**src/rtl/move_collector.sv**
```systemverilog
// move_collector: round-robin drain of eight column move FIFOs into one
// ready/valid move stream. Each 160-bit column word carries eight 19-bit
// move slots; slots flagged invalid (bit 18) are skipped without a beat.
// Optional build macro MOVE_COLLECTOR_COUNT_EN adds a saturating counter of
// accepted moves on move_count; without it move_count is tied to zero.
module move_collector (
  input  logic          clk,
  input  logic          reset,
  input  logic [7:0]    col_done,
  input  logic [7:0]    col_empty,
  input  logic [1279:0] col_data,
  output logic [7:0]    col_rden,
  output logic [18:0]   m_move,
  output logic [2:0]    m_col,
  output logic          m_valid,
  input  logic          m_ready,
  output logic          all_done,
  output logic [7:0]    move_count
);

  typedef enum logic [2:0] {SCAN, READ, LATCH, EMIT, DONE} state_t;

  state_t       state_reg, state_next;
  logic [2:0]   rr_ptr_reg, rr_ptr_next;
  logic [2:0]   sel_reg, sel_next;
  logic [2:0]   slot_idx_reg, slot_idx_next;
  logic [159:0] word_reg, word_next;

  logic [159:0] col_words [8];
  logic [18:0]  slots [8];
  logic [63:0]  unused_tail;
  logic [18:0]  cur_slot;
  logic         slot_valid;
  logic         found;
  logic [2:0]   pick;

  // Split the flat column bus into per-column words and the held word into
  // slots. The top byte of every column word carries no move data.
  genvar gi;
  generate
    for (gi = 0; gi < 8; gi++) begin : g_split
      assign col_words[gi]             = col_data[160*gi +: 160];
      assign unused_tail[8*gi +: 8]    = col_data[160*gi+152 +: 8];
      assign slots[gi]                 = word_reg[19*gi +: 19];
    end
  endgenerate

  assign cur_slot   = slots[slot_idx_reg];
  assign slot_valid = ~cur_slot[18];

  // Round-robin search: first nonempty column at or above rr_ptr, wrapping.
  // Walking offsets from high to low leaves the smallest offset as winner.
  always_comb begin
    found = 1'b0;
    pick  = rr_ptr_reg;
    for (int i = 7; i >= 0; i--) begin
      if (!col_empty[rr_ptr_reg + 3'(i)]) begin
        found = 1'b1;
        pick  = rr_ptr_reg + 3'(i);
      end
    end
  end

  // State and datapath registers; reset drops any held word or pending move.
  always_ff @(posedge clk) begin
    if (reset) begin
      state_reg    <= SCAN;
      rr_ptr_reg   <= 3'd0;
      sel_reg      <= 3'd0;
      slot_idx_reg <= 3'd0;
      word_reg     <= '0;
    end else begin
      state_reg    <= state_next;
      rr_ptr_reg   <= rr_ptr_next;
      sel_reg      <= sel_next;
      slot_idx_reg <= slot_idx_next;
      word_reg     <= word_next;
    end
  end

  // Next-state and output decode. Reads are only ever issued from READ, so a
  // column that fills while a word is being emitted waits for the next SCAN.
  always_comb begin
    state_next    = state_reg;
    rr_ptr_next   = rr_ptr_reg;
    sel_next      = sel_reg;
    slot_idx_next = slot_idx_reg;
    word_next     = word_reg;
    col_rden      = 8'h00;
    m_valid       = 1'b0;
    case (state_reg)
      SCAN: begin
        if (found) begin
          sel_next   = pick;
          state_next = READ;
        end else if (col_done == 8'hFF) begin
          state_next = DONE;
        end
      end
      READ: begin
        col_rden   = 8'h01 << sel_reg;
        state_next = LATCH;
      end
      LATCH: begin
        // FIFO data appears the cycle after the read strobe.
        word_next     = col_words[sel_reg];
        slot_idx_next = 3'd0;
        rr_ptr_next   = sel_reg + 3'd1;
        state_next    = EMIT;
      end
      EMIT: begin
        m_valid = slot_valid;
        // Invalid slots advance unconditionally; valid ones wait for ready.
        if (!slot_valid || m_ready) begin
          if (slot_idx_reg == 3'd7) begin
            state_next = SCAN;
          end else begin
            slot_idx_next = slot_idx_reg + 3'd1;
          end
        end
      end
      DONE: begin
        state_next = DONE;
      end
      default: begin
        state_next = SCAN;
      end
    endcase
  end

  // Outputs are zero whenever no move is offered.
  assign m_move   = m_valid ? cur_slot : 19'd0;
  assign m_col    = m_valid ? sel_reg : 3'd0;
  assign all_done = (state_reg == DONE);

`ifdef MOVE_COLLECTOR_COUNT_EN
  logic [7:0] count_reg;

  // Saturating count of accepted moves.
  always_ff @(posedge clk) begin
    if (reset) begin
      count_reg <= 8'h00;
    end else if (m_valid && m_ready && count_reg != 8'hFF) begin
      count_reg <= count_reg + 8'h01;
    end
  end

  assign move_count = count_reg;
`else
  assign move_count = 8'h00;
`endif

endmodule

```
**config.mk**
```make
export PLATFORM = sky130hd
export DESIGN_NAME = move_collector
export DESIGN_NICKNAME = d
export VERILOG_FILES = /design/src/rtl/move_collector.sv
export SDC_FILE = /design/constraint.sdc
export NUM_CORES = 1
export LEC_CHECK = 0
export ABC_AREA = 1
export CORE_AREA = 2 2 523 525
export DETAILED_ROUTE_END_ITERATION = 6
export DIE_AREA = 0 0 525 527
export SLEW_MARGIN = 20
export SYNTH_ARGS = -nofsm -noshare
export SYNTH_HDL_FRONTEND = slang
export SYNTH_SLANG_ARGS = --single-unit
```
**constraint.sdc**
```tcl
create_clock -name clk -period 2.41 [get_ports clk]
set_clock_uncertainty 0.15 [all_clocks]
set_input_delay 0.241 -clock clk [delete_from_list [all_inputs] [get_ports clk]]
set_output_delay 0.241 -clock clk [all_outputs]
set_load 0.05 [all_outputs]
```
==> results by stage <==
Worst setup path:
- Traced cell by cell, the critical path runs through clkinv_8, buf_12, buf_4, nand2_1, a22oi_2, nor2_2, a211oi_4, buf_12.
- The most critical setup path has its endpoint at m_move[6].
- Data on the critical path is required at its endpoint by 2.02 ns.
- The sort of element at the start of the critical path is a register.
- The endpoint class of the critical path is a primary output.
- The largest individual stage delay along the critical path comes from the cell dfxtp_4.
- The number of stages on the worst setup path is 8.
- The endpoint of the lowest-slack register-to-register path is word_reg[121].
- The critical-path maximum fanout is 16.
- The worst-case register-to-register setup slack is -0.05 ns.
- The count of buffer and inverter cells on the critical path is 4.
- In this design, the critical path's most frequently occurring cell is buf_12.
- The cell family contributing the most delay on the critical path is buffers and inverters.
- The depth of the most critical reg-to-reg path is 10.
- The delay of the slowest critical-path stage is 0.41 ns.
- The start point of the critical path is slot_idx_reg[0].
- The worst register-to-register path begins at sel_reg[0].
- The path type of the worst setup path is reg2out.
- For the worst setup path, the data arrival time is 2.30 ns.

Cells and area:
- Leaving out fill and tap cells, the most frequent cell in the layout is clkdlybuf4s50_1.
- The layout-stage area growth over the synthesis result is 125%.
- The post-layout instance area is 38,400 µm².
- The register with the most flip-flops in the layout has 152 of them.
- The net total in the final layout is 5,528.
- The top cell types in the final layout, fill and taps aside, are 1,234 x clkdlybuf4s50_1, 796 x o21ai_0, 619 x nor2_1.
- The post-route netlist has 13.8% of its cells at a drive strength greater than 1.

GRT:
- The pin count of the biggest net entering global routing is 98.
- The global-route usage over all layers is 17.3%.
- The wire length of the first global-routing pass is 308,000 µm.
- The total overflow left after global routing is 0.
- The initial antenna violation count is 303.
- The number of global-route vias before repair is 28,400.

Timing:
- Setup repair after global routing could not meet its margin everywhere.
- In this run the tightest slew margin relative to its limit is 39.2%.
- The number of endpoints failing setup at the final stage is 23.
- The count of final max-slew check failures came to 0.
- The maximum achievable frequency is 372 MHz.
- The final count of hold timing violations is 0.
- The share of the clock period used by the worst path is 111%.
- The worst-margin pin slew is 0.912 ns.
- The clock period minus worst slack is 2.69 ns.
- The final worst setup slack is -0.277 ns.

Floorplan:
- The area of the die is 277,000 µm².
- The total I/O pin count is 1,339.
- The chip width is 525 µm.
- The standard cell core area is 272,000 µm².
- The die boundary height is 527 µm.
- The initial utilization of the core area, before any placement, comes to 6.27%.
- The number of placement rows is 192.

Detailed routing:
- The via density per instance is 3.72.
- The number of detailed-route iterations in the first pass is 6.
- Summing over every cut layer, the via total after detailed routing is 29,500.
- The DRC marker count from the first detailed-route iteration is 2,078.
- In the final routed layout, each cell accounts on average for 31.7 µm.
- The residual DRC count is 0.
- The total routed wirelength is 251,000 µm.
- The remaining number of nets flagged by the antenna check after routing is 0.

Synth:
- The total of warnings raised by yosys is 0.
- A synthesized cell averages 5.85 µm².
- The cell area that synthesis handed to floorplanning was 17,000 µm².
- The proportion of synthesized chip area in sequential cells is 19.3%.
- After technology mapping, the gate count stands at 2,913.
- The total of flip-flops plus latches after synthesis is 164.
- In this run, distinct cell masters in the synthesized netlist total 41.

Placement:
- The number of I/O port buffers is 1,265.
- The congestion estimate from routability-driven global placement came to 0.943.
- Summing all placed instances gives a cell area of 36,000 µm².
- The detailed placement HPWL is 218,000 µm.

Pwr:
- The worst vdd rail ir drop is 0.643 mV.
- For this design the ratio of total power to cell area is 950 nW/µm².
- The total power is 36.4 mW.
- The cell leakage power is 12.9 nW.

Clocking:
- The clock tree from TritonCTS is done.
- The clock latency of the later-clocked register in the worst-skew pair is 0.52 ns.
- Counting along the longest clock path gives a buffer depth of 2.
- After clock tree synthesis, the clock-pin slew on the worst setup and hold paths is 0.08 ns.
- The deepest level of the CTS H-tree is 4.
- The total clock buffers created by CTS is 17.
- The cell sitting at the root of the clock tree is a clkbuf_16.
- The clock net in this run drives a total of 164 sinks.

Outcome:
- The checks that failed: negative setup slack.
- The flow ran to the end, but the final reports show violations.

Run:
- The max-cap violation count is 0.

Min path:
- The class of the tightest hold or removal check is in2reg.
repair_timing:
action | 4_1_cts | 5_1_grt
setup endpoints to repair | 33 | 64
pin swaps | 17 | 32
cloned | 10 | 7
hold buffers | 0 | 0
buffers inserted | 29 | 7
gates resized for setup | 108 | 97
synthesized netlist by cell type, drive strengths merged:
library cell	n	share of area, %
ha	10	0.73
dfxtp	164	19
nand4	2	0.11
a21oi	222	6.6
o221ai	152	7.8
nand3	29	1.1
o22ai	152	5.6
buf	123	3.9
nor2	644	14
nor3	7	0.24
a31oi	1	0.037
a22oi	18	0.79
o31ai	1	0.044
o21ai	922	27
nand2	175	4.3
a211oi	21	0.93
xnor2	1	0.096
xor2	3	0.37
clkbuf	206	4.6
a32o	18	1.1
inv	40	0.97
conb	1	0.022
clkinv	1	0.029
per-layer routing:
metal  up-vias  routed length, µm  global-route usage, %
li1      13300                  -                      -
met1     13700              97200                   19.1
met2      1854             115000                   28.7
met3       516              28800                   8.79
met4       174               9720                   5.40
met5         -               1150                      0
how the worst min path moves through the flow:
stage | end | depth (start not counted) | startpoint
3_3_place_gp | slot_idx_reg[2] | 2 | slot_idx_reg[2]
5_1_grt | word_reg[5] | 2 | word_reg[5]
4_1_cts | word_reg[30] | 5 | col_data[30]
2_1_floorplan | state_reg[0] | 1 | reset
6_report | word_reg[27] | 5 | col_data[27]
3_5_place_dp | slot_idx_reg[2] | 2 | slot_idx_reg[2]
worst min-delay path, cell delays in order:
cell and delay [ns]:
clkdlybuf4s50_1 0.39, nor2_1 0.09, o22ai_1 0.11, o21ai_1 0.13, a21oi_1 0.06
through the flow:
step / hold WS [ns] / setup slack [ns] / instances / util (%) / setup TNS (ns)
2_1_floorplan: 0.160 / -0.259 / 2921 / - / -1.04
3_3_place_gp: 0.350 / -0.310 / 7737 / 13.2 / -2.28
3_5_place_dp: 0.352 / -0.335 / 7737 / 13.2 / -2.26
4_1_cts: 0.360 / -0.293 / 7808 / 13.8 / -5.70
5_1_grt: 0.422 / -0.344 / 7864 / 14.1 / -6.40
6_report: 0.393 / -0.277 / 7928 / 14.1 / -4.26
layout make-up:
cell class / count / area (µm²)
Clock inverter: 15 / 156
Timing Repair inverter: 3 / 37.5
Multi-Input combinational cell: 2387 / 12900
Sequential cell: 164 / 3300
Inverter: 41 / 225
Tap cell: 3589 / 4490
Fill cell: 31300 / 233000
Timing Repair Buffer: 1605 / 16600
Antenna cell: 107 / 268
Clock buffer: 17 / 425
power by group:
part           total, mW  switching (mW)  leakage [nW]  internal (mW)
Sequential          5.45            1.64          1.35           3.81
Clock               2.93            1.55         0.288           1.38
Combinational       28.0            17.3          11.3           10.7
cells by family (layout without fill, tap and decap cells):
group	Yosys count	after routing	synth area share [%]
compound gates	1507	1507	49.9
xor+xnor	4	4	0.470
fa+ha+maj	10	10	0.735
buf+inv	370	1681	9.51
flops	164	164	19.3
other cells	1	116	0.0220
simple gates	857	857	20.1
(Power assumes the default switching activity.)
